`config.mk`:
```
export PLATFORM = sky130hd
export DESIGN_NAME = ring_counter
export DESIGN_NICKNAME = d
export VERILOG_FILES = /design/src/rtl/ring_counter.sv
export SDC_FILE = /design/constraint.sdc
export NUM_CORES = 1
export LEC_CHECK = 0
export CAP_MARGIN = 40
export CORE_AREA = 2 2 39 41
export CTS_BUF_LIST = sky130_fd_sc_hd__clkbuf_4 sky130_fd_sc_hd__clkbuf_8
export CTS_CLUSTER_SIZE = 8
export DETAILED_ROUTE_END_ITERATION = 8
export DIE_AREA = 0 0 41 43
export DONT_BUFFER_PORTS = 1
export GPL_ROUTABILITY_DRIVEN = 0
export SLEW_MARGIN = 20
export SYNTH_ARGS = -nofsm -noshare
export SYNTH_HDL_FRONTEND = slang
export SYNTH_SLANG_ARGS = --single-unit
```
`constraint.sdc`:
```
create_clock -name clk -period 2.4 [get_ports clk]
set_clock_uncertainty 0.2 [all_clocks]
set_input_delay 0.48 -clock clk [delete_from_list [all_inputs] [get_ports clk]]
set_output_delay 0.48 -clock clk [all_outputs]
set_load 0.01 [all_outputs]
```
`src/rtl/ring_counter.sv`:
```
// ---------------------------------------------------------------------------
// ring_counter
//
// Purpose:
//   One-hot ring counter that rotates its single hot bit one place to the
//   right on every clock edge while out of reset. It also reports the
//   binary index of the hot bit, a one-cycle pulse each time the ring comes
//   back to its starting pattern, and a one-cycle error flag whenever an
//   illegal (non one-hot) state was seen and repaired.
//
// Parameters:
//   WIDTH    - number of ring stages (2..32)
//   INIT_POS - index of the hot bit loaded at reset (0..WIDTH-1)
//   POS_W    - derived width of the pos output
//
// Ports:
//   clk  - single clock, all state changes on its rising edge
//   rstn - synchronous reset, active HIGH despite the name (1 = reset)
//   out  - registered one-hot ring state
//   pos  - registered binary index of the hot bit in out
//   wrap - registered one-cycle pulse when out returns to the reset pattern
//   err  - registered one-cycle flag for the cycle after an illegal state
// ---------------------------------------------------------------------------
module ring_counter #(
  parameter int WIDTH    = 4,
  parameter int INIT_POS = 0,
  localparam int POS_W   = (WIDTH > 1) ? $clog2(WIDTH) : 1
) (
  input  logic             clk,
  input  logic             rstn,
  output logic [WIDTH-1:0] out,
  output logic [POS_W-1:0] pos,
  output logic             wrap,
  output logic             err
);

  // Population counter must hold values up to WIDTH inclusive.
  localparam int CNT_W = $clog2(WIDTH + 1);

  localparam logic [WIDTH-1:0] INIT_VEC  = {{(WIDTH-1){1'b0}}, 1'b1} << INIT_POS;
  localparam logic [POS_W-1:0] INIT_IDX  = POS_W'(INIT_POS);
  localparam logic [POS_W-1:0] LAST_IDX  = POS_W'(WIDTH - 1);

  logic [WIDTH-1:0] out_q, out_d;
  logic [POS_W-1:0] pos_q, pos_d;
  logic             wrap_q, wrap_d;
  logic             err_q, err_d;

  logic [CNT_W-1:0] pop_cnt;
  logic             state_legal;

  // Count the set bits of the current state; anything other than exactly
  // one set bit is an illegal ring state that must be repaired.
  always_comb begin
    pop_cnt = '0;
    for (int i = 0; i < WIDTH; i++) begin
      pop_cnt = pop_cnt + CNT_W'(out_q[i]);
    end
    state_legal = (pop_cnt == CNT_W'(1));
  end

  // Next-state logic. A legal state rotates right by one (pure wiring) and
  // the index steps down modulo WIDTH. An illegal state is replaced by the
  // reset pattern and flagged for exactly one cycle; wrap stays low then
  // because the return to the start pattern was not a real rotation.
  always_comb begin
    out_d  = INIT_VEC;
    pos_d  = INIT_IDX;
    wrap_d = 1'b0;
    err_d  = 1'b0;
    if (state_legal) begin
      out_d  = {out_q[0], out_q[WIDTH-1:1]};
      pos_d  = (pos_q == '0) ? LAST_IDX : (pos_q - POS_W'(1));
      wrap_d = ({out_q[0], out_q[WIDTH-1:1]} == INIT_VEC);
    end else begin
      err_d  = 1'b1;
    end
  end

  // State and output registers. Reset wins over both rotation and
  // self-correction, and is only looked at on the clock edge.
  always_ff @(posedge clk) begin
    if (rstn) begin
      out_q  <= INIT_VEC;
      pos_q  <= INIT_IDX;
      wrap_q <= 1'b0;
      err_q  <= 1'b0;
    end else begin
      out_q  <= out_d;
      pos_q  <= pos_d;
      wrap_q <= wrap_d;
      err_q  <= err_d;
    end
  end

  assign out  = out_q;
  assign pos  = pos_q;
  assign wrap = wrap_q;
  assign err  = err_q;

endmodule

```
## Word-level counts from Yosys, hierarchy flattened

Index checks and enable logic that the tools add are counted.

- Bits in registers: 8
- Bits of input ports: 2

- $add $sub $neg: 4
- Eq/ne operators: 2
- Mux-type cells: 2
- Bitwise operators: 1
- Reduce and logical (&&, ||, !) cells: 2

Operators by type and width:

| operator | count |
|---|---|
| 4-bit by 1-bit == test with 1-bit output (second input constant) | 1 |
| 2-bit by 1-bit adder with 3-bit output | 1 |
| 3-bit by 1-bit adder with 3-bit output | 1 |
| 3-bit by 1-bit == test with 1-bit output (second input constant) | 1 |
| 1-bit by 1-bit adder with 2-bit output | 1 |
| 2-bit logical NOT | 1 |
| 2-bit 2-to-1 mux | 1 |
| 2-bit OR reduction | 1 |
| 2-bit by 1-bit subtractor with 2-bit output (second input constant) | 1 |
| 1-bit 2-to-1 mux | 1 |
| 1-bit inverter | 1 |

## Logic depth before layout (Yosys ltp)

Gate-level depths: netlist of run 1.

- Depth after elaboration: 6
- Mapped depth: 7

## Worst setup path before layout of run 1

OpenSTA, ideal clock, no wires.

- Path kind: reg-to-reg
- Start: reg out_q[0] (netlist: out[0])
- End: reg wrap_q (netlist: wrap)
- Library setup time: 0.087 ns
- Arrival: 2.245 ns
- Setup slack: -0.132 ns
- Stages on the path, launching flop included: 8
- Buffers on the path: 0
- Clock period less this slack: 2.532 ns
- Cell sequence: dfxtp_1 -> inv_1 -> fa_1 -> inv_1 -> ha_1 -> ha_1 -> or4b_4 -> nor4b_4

- Word-level cells in the longest chain between the ends: 6
- Elaborated cells between the ends (all ways): 7
- Classes of those cells: 3 x add/sub; 2 x eq/ne; 1 x bitwise; 1 x reduce/logical

Ends and longest elaborated chain:

| element | RTL line | RTL |
|---|---|---|
| start, declared | 44 | `logic [WIDTH-1:0] out_q, out_d;` |
| start signal, assigned | 89 | `out_q <= out_d;` |
| 1-bit by 1-bit adder with 2-bit output | 57 | `pop_cnt = pop_cnt + CNT_W'(out_q[i]);` |
| 2-bit by 1-bit adder with 3-bit output | 57 |  |
| 3-bit by 1-bit adder with 3-bit output | 57 |  |
| 3-bit by 1-bit == test with 1-bit output | 59 | `state_legal = (pop_cnt == CNT_W'(1));` |
| 1-bit inverter (no line) | -- |  |
| 2-bit OR reduction (no line) | -- |  |
| end signal, assigned | 91 | `wrap_q <= wrap_d;` |
| end, declared | 46 | `logic wrap_q, wrap_d;` |

Parallel ways exist; a longest one is shown, timed or not.
A chain may end at the register's enable or synchronous reset.

## Worst setup path after layout of run 1

Ends and elaborated chain as after synthesis.

==> results of run 1 <==
[metal layers]
| metal | vias up | wire [um] |
|---|---|---|
| met5 | - | 0 |
| met4 | 0 | 0 |
| met3 | 0 | 29 |
| met2 | 5 | 336 |
| met1 | 116 | 235 |
| li1 | 118 | - |
[path summary, 6_finish.rpt]
check,endpoint,depth (start not counted),startpoint
worst max-delay path,wrap$_SDFF_PP0_,7,out[0]$_SDFF_PP1_
worst min-delay path,err$_SDFF_PP0_,1,rstn
worst max register to register,wrap$_SDFF_PP0_,7,out[0]$_SDFF_PP1_
worst min register to register,out[2]$_SDFF_PP0_,2,out[3]$_SDFF_PP0_
[power by group through the flow]
stage	combinational, uW	sequential, uW	clock [uW]
2_1_floorplan	161	219	0
3_3_place_gp	249	213	0
3_5_place_dp	260	215	0
4_1_cts	296	212	106
5_1_grt	331	215	114
6_report	299	210	102
[cell type report]
type | instances | area [sq um]
clock buffers | 3 | 22.5
fillers | 150 | 926
inverters | 7 | 26.3
multi-input cells | 16 | 169
flip-flops and latches | 8 | 164
well taps | 16 | 20.0
repair buffers | 7 | 56.3
[logic make-up after synthesis]
logic type | share of synthesized area (%)
and+or+nand+nor | 22.6
AOI/OAI and AO/OA | 3.77
DFF | 48.3
adders and majority gates | 17.4
buffers and inverters | 7.93
[registers in the layout, indices dropped and copies added (netlist names)]
signal	count
pos	2
err	1
wrap	1
out	4
[stage by stage]
| stage | area [sq um] | worst slack, ps | setup TNS (ps) | power, uW | hold WS [ps] |
|---|---|---|---|---|---|
| after global placement | 408 | 4.30 | 0 | 462 | 247 |
| final | 458 | 51.4 | 0 | 611 | 97.8 |
| after detailed placement | 408 | -31.0 | -31.0 | 475 | 252 |
| after floorplan | 350 | -20.3 | -20.3 | 380 | 258 |
| after CTS | 452 | -13.3 | -13.3 | 614 | 90.1 |
| after global routing | 458 | -33.9 | -33.9 | 660 | 80.1 |
[cells in the final DEF, fill, tap and decap left out]
cell type	Yosys	layout
nor4b_2	0	1
buf_6	0	1
nor4b_4	1	1
nand2_1	1	1
nor2_2	0	1
a21oi_1	1	1
inv_1	7	4
fa_1	1	1
dfxtp_1	8	5
ha_4	0	1
o21a_1	1	1
ha_1	3	1
and2_1	1	1
nor2_1	5	4
buf_4	0	6
ha_2	0	1
or4b_4	1	1
clkbuf_4	0	3
inv_2	0	3
dfxtp_2	0	3
[what timing repair did]
action                     in CTS  in global routing
resized for setup               2                  1
pin swaps                       4                  1
setup endpoints to repair       2                  7
buffers inserted                2                  0
==> flow_metrics.tcl, run 1 <==
set metrics [dict create \
    status "finished, final reports clean" \
    grt_pass1_wl_um 903 \
    wire_per_inst_um 10.5 \
    power_frac_comb_pct 48.9 \
    p_sw_share_pct 34.7 \
    wl_um 601 \
    path_cells "inv_2 -> fa_1 -> inv_1 -> ha_2 -> ha_4 -> or4b_4 -> nor4b_4" \
    pin_count 10 \
    clkTransAtPathRegs_ps 50 \
    ys.flop_type "dfxtp_1" \
    grt.total_usage_pct 8.24 \
    placedCellCount 52 \
    syn_to_final_growth_pct 38.1 \
    fin_nets 49 \
    yosysMostFrequentCell "dfxtp_1" \
    ant_nets 0 \
    use_met1_pct 7.74 \
    grt_pass1_vias 246 \
    cp_data_arrival_time_ps 2320 \
    start_kind "flop" \
    drv_cap 0 \
    final_core_util_pct 33.1 \
    grt-busiest-layer "met4" \
    drive_gt1_share_pct 53.7 \
    rows 14 \
    grt_max_degree 5 \
    hold_viol 0 \
    yosys-top-cells-area "dfxtp_1, ha_1, inv_1, nor4b_4, fa_1" \
    layout.cells.non_filler 57 \
    die_h_um 43 \
    power_switching_uw 212 \
    intPower_uw 399 \
    required_ps 2370 \
    clock_path_buffers 2 \
    cp_slowest_cell "fa_1" \
    fin_crit_sh_pct 97.9 \
    vias_per_cell 4.19 \
    cp_num_buf_inv 2 \
    ir_drop_v 0.000353 \
    seq_area_frac_synth_pct 48.3 \
    rrSetupSlack_ps 50 \
    cts_root_buf "clkbuf_4" \
    worst_path_largest_cell_delay_ps 530 \
    pwr-share-seq_pct 34.4 \
    synth_top_area_share_pct 48.3 \
    synth_area_per_cell_sq_um 10.7 \
    end_kind "flop" \
    fin_crit_ps 2350 \
    cts_htree_levels 1 \
    relSlewSlack_pct 81.0 \
    synth.distinct_cells 12 \
    use_met3_pct 1.05 \
    remaining_drc_errors 0 \
    cts.sinks 8 \
    finalMaxSlewViolations 0 \
    synth-seq-cells 8 \
    p_leak_uw 0.000201 \
    rsz0062_at_grt "true" \
    fmax_mhz 426 \
    grt_use_met2_pct 11.9 \
    finalSetupViolCount 0 \
    core_sq_mm 0.00138 \
    num_antenna_cells 0 \
    firstDrtPassIters 4 \
    synthCells 31 \
    hp-class "in2reg" \
    place_hpwl_um 477 \
    syn-num-nets 37 \
    critPathTopFamily "adder cells" \
    io_buffers 0 \
    synth_edf_count 0 \
    num_vias 239 \
    synth_top_cell_by_area "dfxtp_1" \
    cts_made_buffers 3 \
    antenna_found_initial 0 \
    start_util_pct 24.0 \
    cts_tree "done" \
    fp.dieW_um 41 \
    yosysWarnings 0 \
    crit_path_max_fanout 2 \
    insertion_delay_ps 250 \
    clkPwrFrac_pct 16.7 \
    cts_hold_buffers 0 \
    async_flop_share_pct 0 \
    grt_overflow_total 0 \
    dieArea_sq_mm 0.00176 \
    powerDensity_mw_per_mm2 1330 \
    netlist_area_sq_um 332 \
    synthTopCellsByCount "dfxtp_1, inv_1, nor2_1" \
    drt_iter0_drc 2 \
    critical_path_class "reg2reg" \
    worst_slew_pin_slew_ps 285 \
]
No activity file was read; power rests on OpenSTA's default activity.
==> run 2: changes to the inputs <==
PLACE_DENSITY = 0.46   (was unset)
==> run 2 against run 1 <==
  * Flip-flop and latch count did not move
  * Sequential power hardly changed
  * First-iteration DRC count decreased by 100%
  * Global-route usage increased by 0.62 points
  * Non-clock buffer count shrank 2
  * Critical path type unchanged
  * Wire length is 7.0% lower
  * Clock-buffer cell count unchanged
  * Cell count down 3.5%
  * Worst hold slack got worse by 1.8 ps
  * Utilization shrank 0.81 points
  * Register-to-register slack is essentially flat
==> flow_metrics.tcl, run 2 (synthesis results as in run 1) <==
set metrics [dict create \
    firstDrtPassIters 1 \
    status "finished, final reports clean" \
    finalSetupViolCount 0 \
    fin_nets 47 \
    cts.sinks 8 \
    rows 14 \
    final_core_util_pct 32.3 \
    core_sq_mm 0.00138 \
    clock_path_buffers 2 \
    postPlaceCellArea_sq_um 408 \
    largest_reg_flops 4 \
    remaining_drc_errors 0 \
    layout.cells.non_filler 55 \
    end_kind "flop" \
    hp-class "in2reg" \
    post-cts-setup-buffers 0 \
    p_leak_uw 0.000189 \
    hold_viol 0 \
    pin_count 10 \
    fin_crit_ps 2340 \
    die_h_um 43 \
    fin_area_sq_um 447 \
    cp_data_arrival_time_ps 2310 \
    start_kind "flop" \
    num_antenna_cells 0 \
    clkTransAtPathRegs_ps 50 \
    place_hpwl_um 471 \
    rsz0062_at_grt "true" \
    drv_cap 0 \
    cts_made_buffers 3 \
    relSlewSlack_pct 77.5 \
    drt_iter0_drc 0 \
    placedCellCount 52 \
    cts_root_buf "clkbuf_4" \
    worst_slew_pin_slew_ps 337 \
    fmax_mhz 427 \
    required_ps 2370 \
    final_cell_mix "dfxtp_1, inv_2, nor2_1, buf_4" \
    wire_per_inst_um 10.2 \
    p_total_uw 598 \
    grt_max_degree 5 \
    num_vias 225 \
    dieArea_sq_mm 0.00176 \
    grt_overflow_total 0 \
    holdWs_ps 96.0 \
    powerDensity_mw_per_mm2 1340 \
    vias_per_cell 4.09 \
    antenna_found_initial 0 \
    fin_crit_sh_pct 97.6 \
    ir_drop_v 0.000375 \
    drive_gt1_share_pct 51.3 \
    cts_tree "done" \
    critical_path_class "reg2reg" \
    wl_um 559 \
    io_buffers 0 \
    fp.dieW_um 41 \
    grt.total_usage_pct 8.86 \
    cts_hold_buffers 0 \
    insertion_delay_ps 250 \
    ant_nets 0 \
    grt_pass1_wl_um 897 \
    start_util_pct 24.0 \
    syn_to_final_growth_pct 34.7 \
    crit_path_max_fanout 3 \
    finalMaxSlewViolations 0 \
    final_common_cell "dfxtp_1" \
    grt_pass1_vias 240 \
    cts_htree_levels 1 \
]
[run 2: cell types whose count changed in the layout (fill, tap and decap cells not counted), sizes merged]
| cell | previous run | this run |
|---|---|---|
| buf | 7 | 5 |
[run 2: layer usage]
layer / track usage, % / vias up / wire (um)
met4: 12.0 / 0 / 14
met3: 5.24 / 2 / 39
met1: 5.52 / 103 / 197
met5: 0 / - / 0
li1: - / 114 / -
met2: 13.4 / 6 / 307
[run 2: timing repair]
action | 4_1_cts | 5_1_grt
hold endpoints to repair | 0 | 0
endpoints found under the setup margin | 1 | 4
resized for setup | 3 | 1
pin swaps | 4 | 1
gates cloned | 0 | 0
[run 2: worst paths after layout]
path	end	startpoint	cells past startpoint	slack [ps]
hold reg to reg	out[2]$_SDFF_PP0_	out[3]$_SDFF_PP0_	2	250
setup / recovery	wrap$_SDFF_PP0_	out[0]$_SDFF_PP1_	7	60
hold / removal	err$_SDFF_PP0_	rstn	1	100
setup reg to reg	wrap$_SDFF_PP0_	out[0]$_SDFF_PP1_	7	60
[run 2: area by class of cell]
type / instances / area (sq um)
multi-input combinational: 16 / 173
inverter: 7 / 26.3
clock buffer: 3 / 22.5
tap: 16 / 20.0
timing repair buffer: 5 / 41.3
fill: 143 / 937
sequential: 8 / 164
[run 2: worst max-delay path, stage by stage (launching register included)]
cell and delay (ps):
dfxtp_2 330, inv_2 50, fa_1 550, inv_2 50, ha_4 160, ha_4 210
or4b_4 510, nor4b_4 210
[run 2: per-stage QoR]
step                      setup TNS, ps  setup slack (ps)
final                                 0              56.7
after CTS                             0             0.307
after global routing              -15.8             -9.28
after global placement                0              5.44
after floorplan                   -20.3             -20.3
after detailed placement          -17.7             -17.7
[run 2: where the power goes]
group          internal [uW]  total, uW  switching (uW)
sequential               175        211            36.0
combinational            155        287             132
clock                   57.0       99.7            42.7
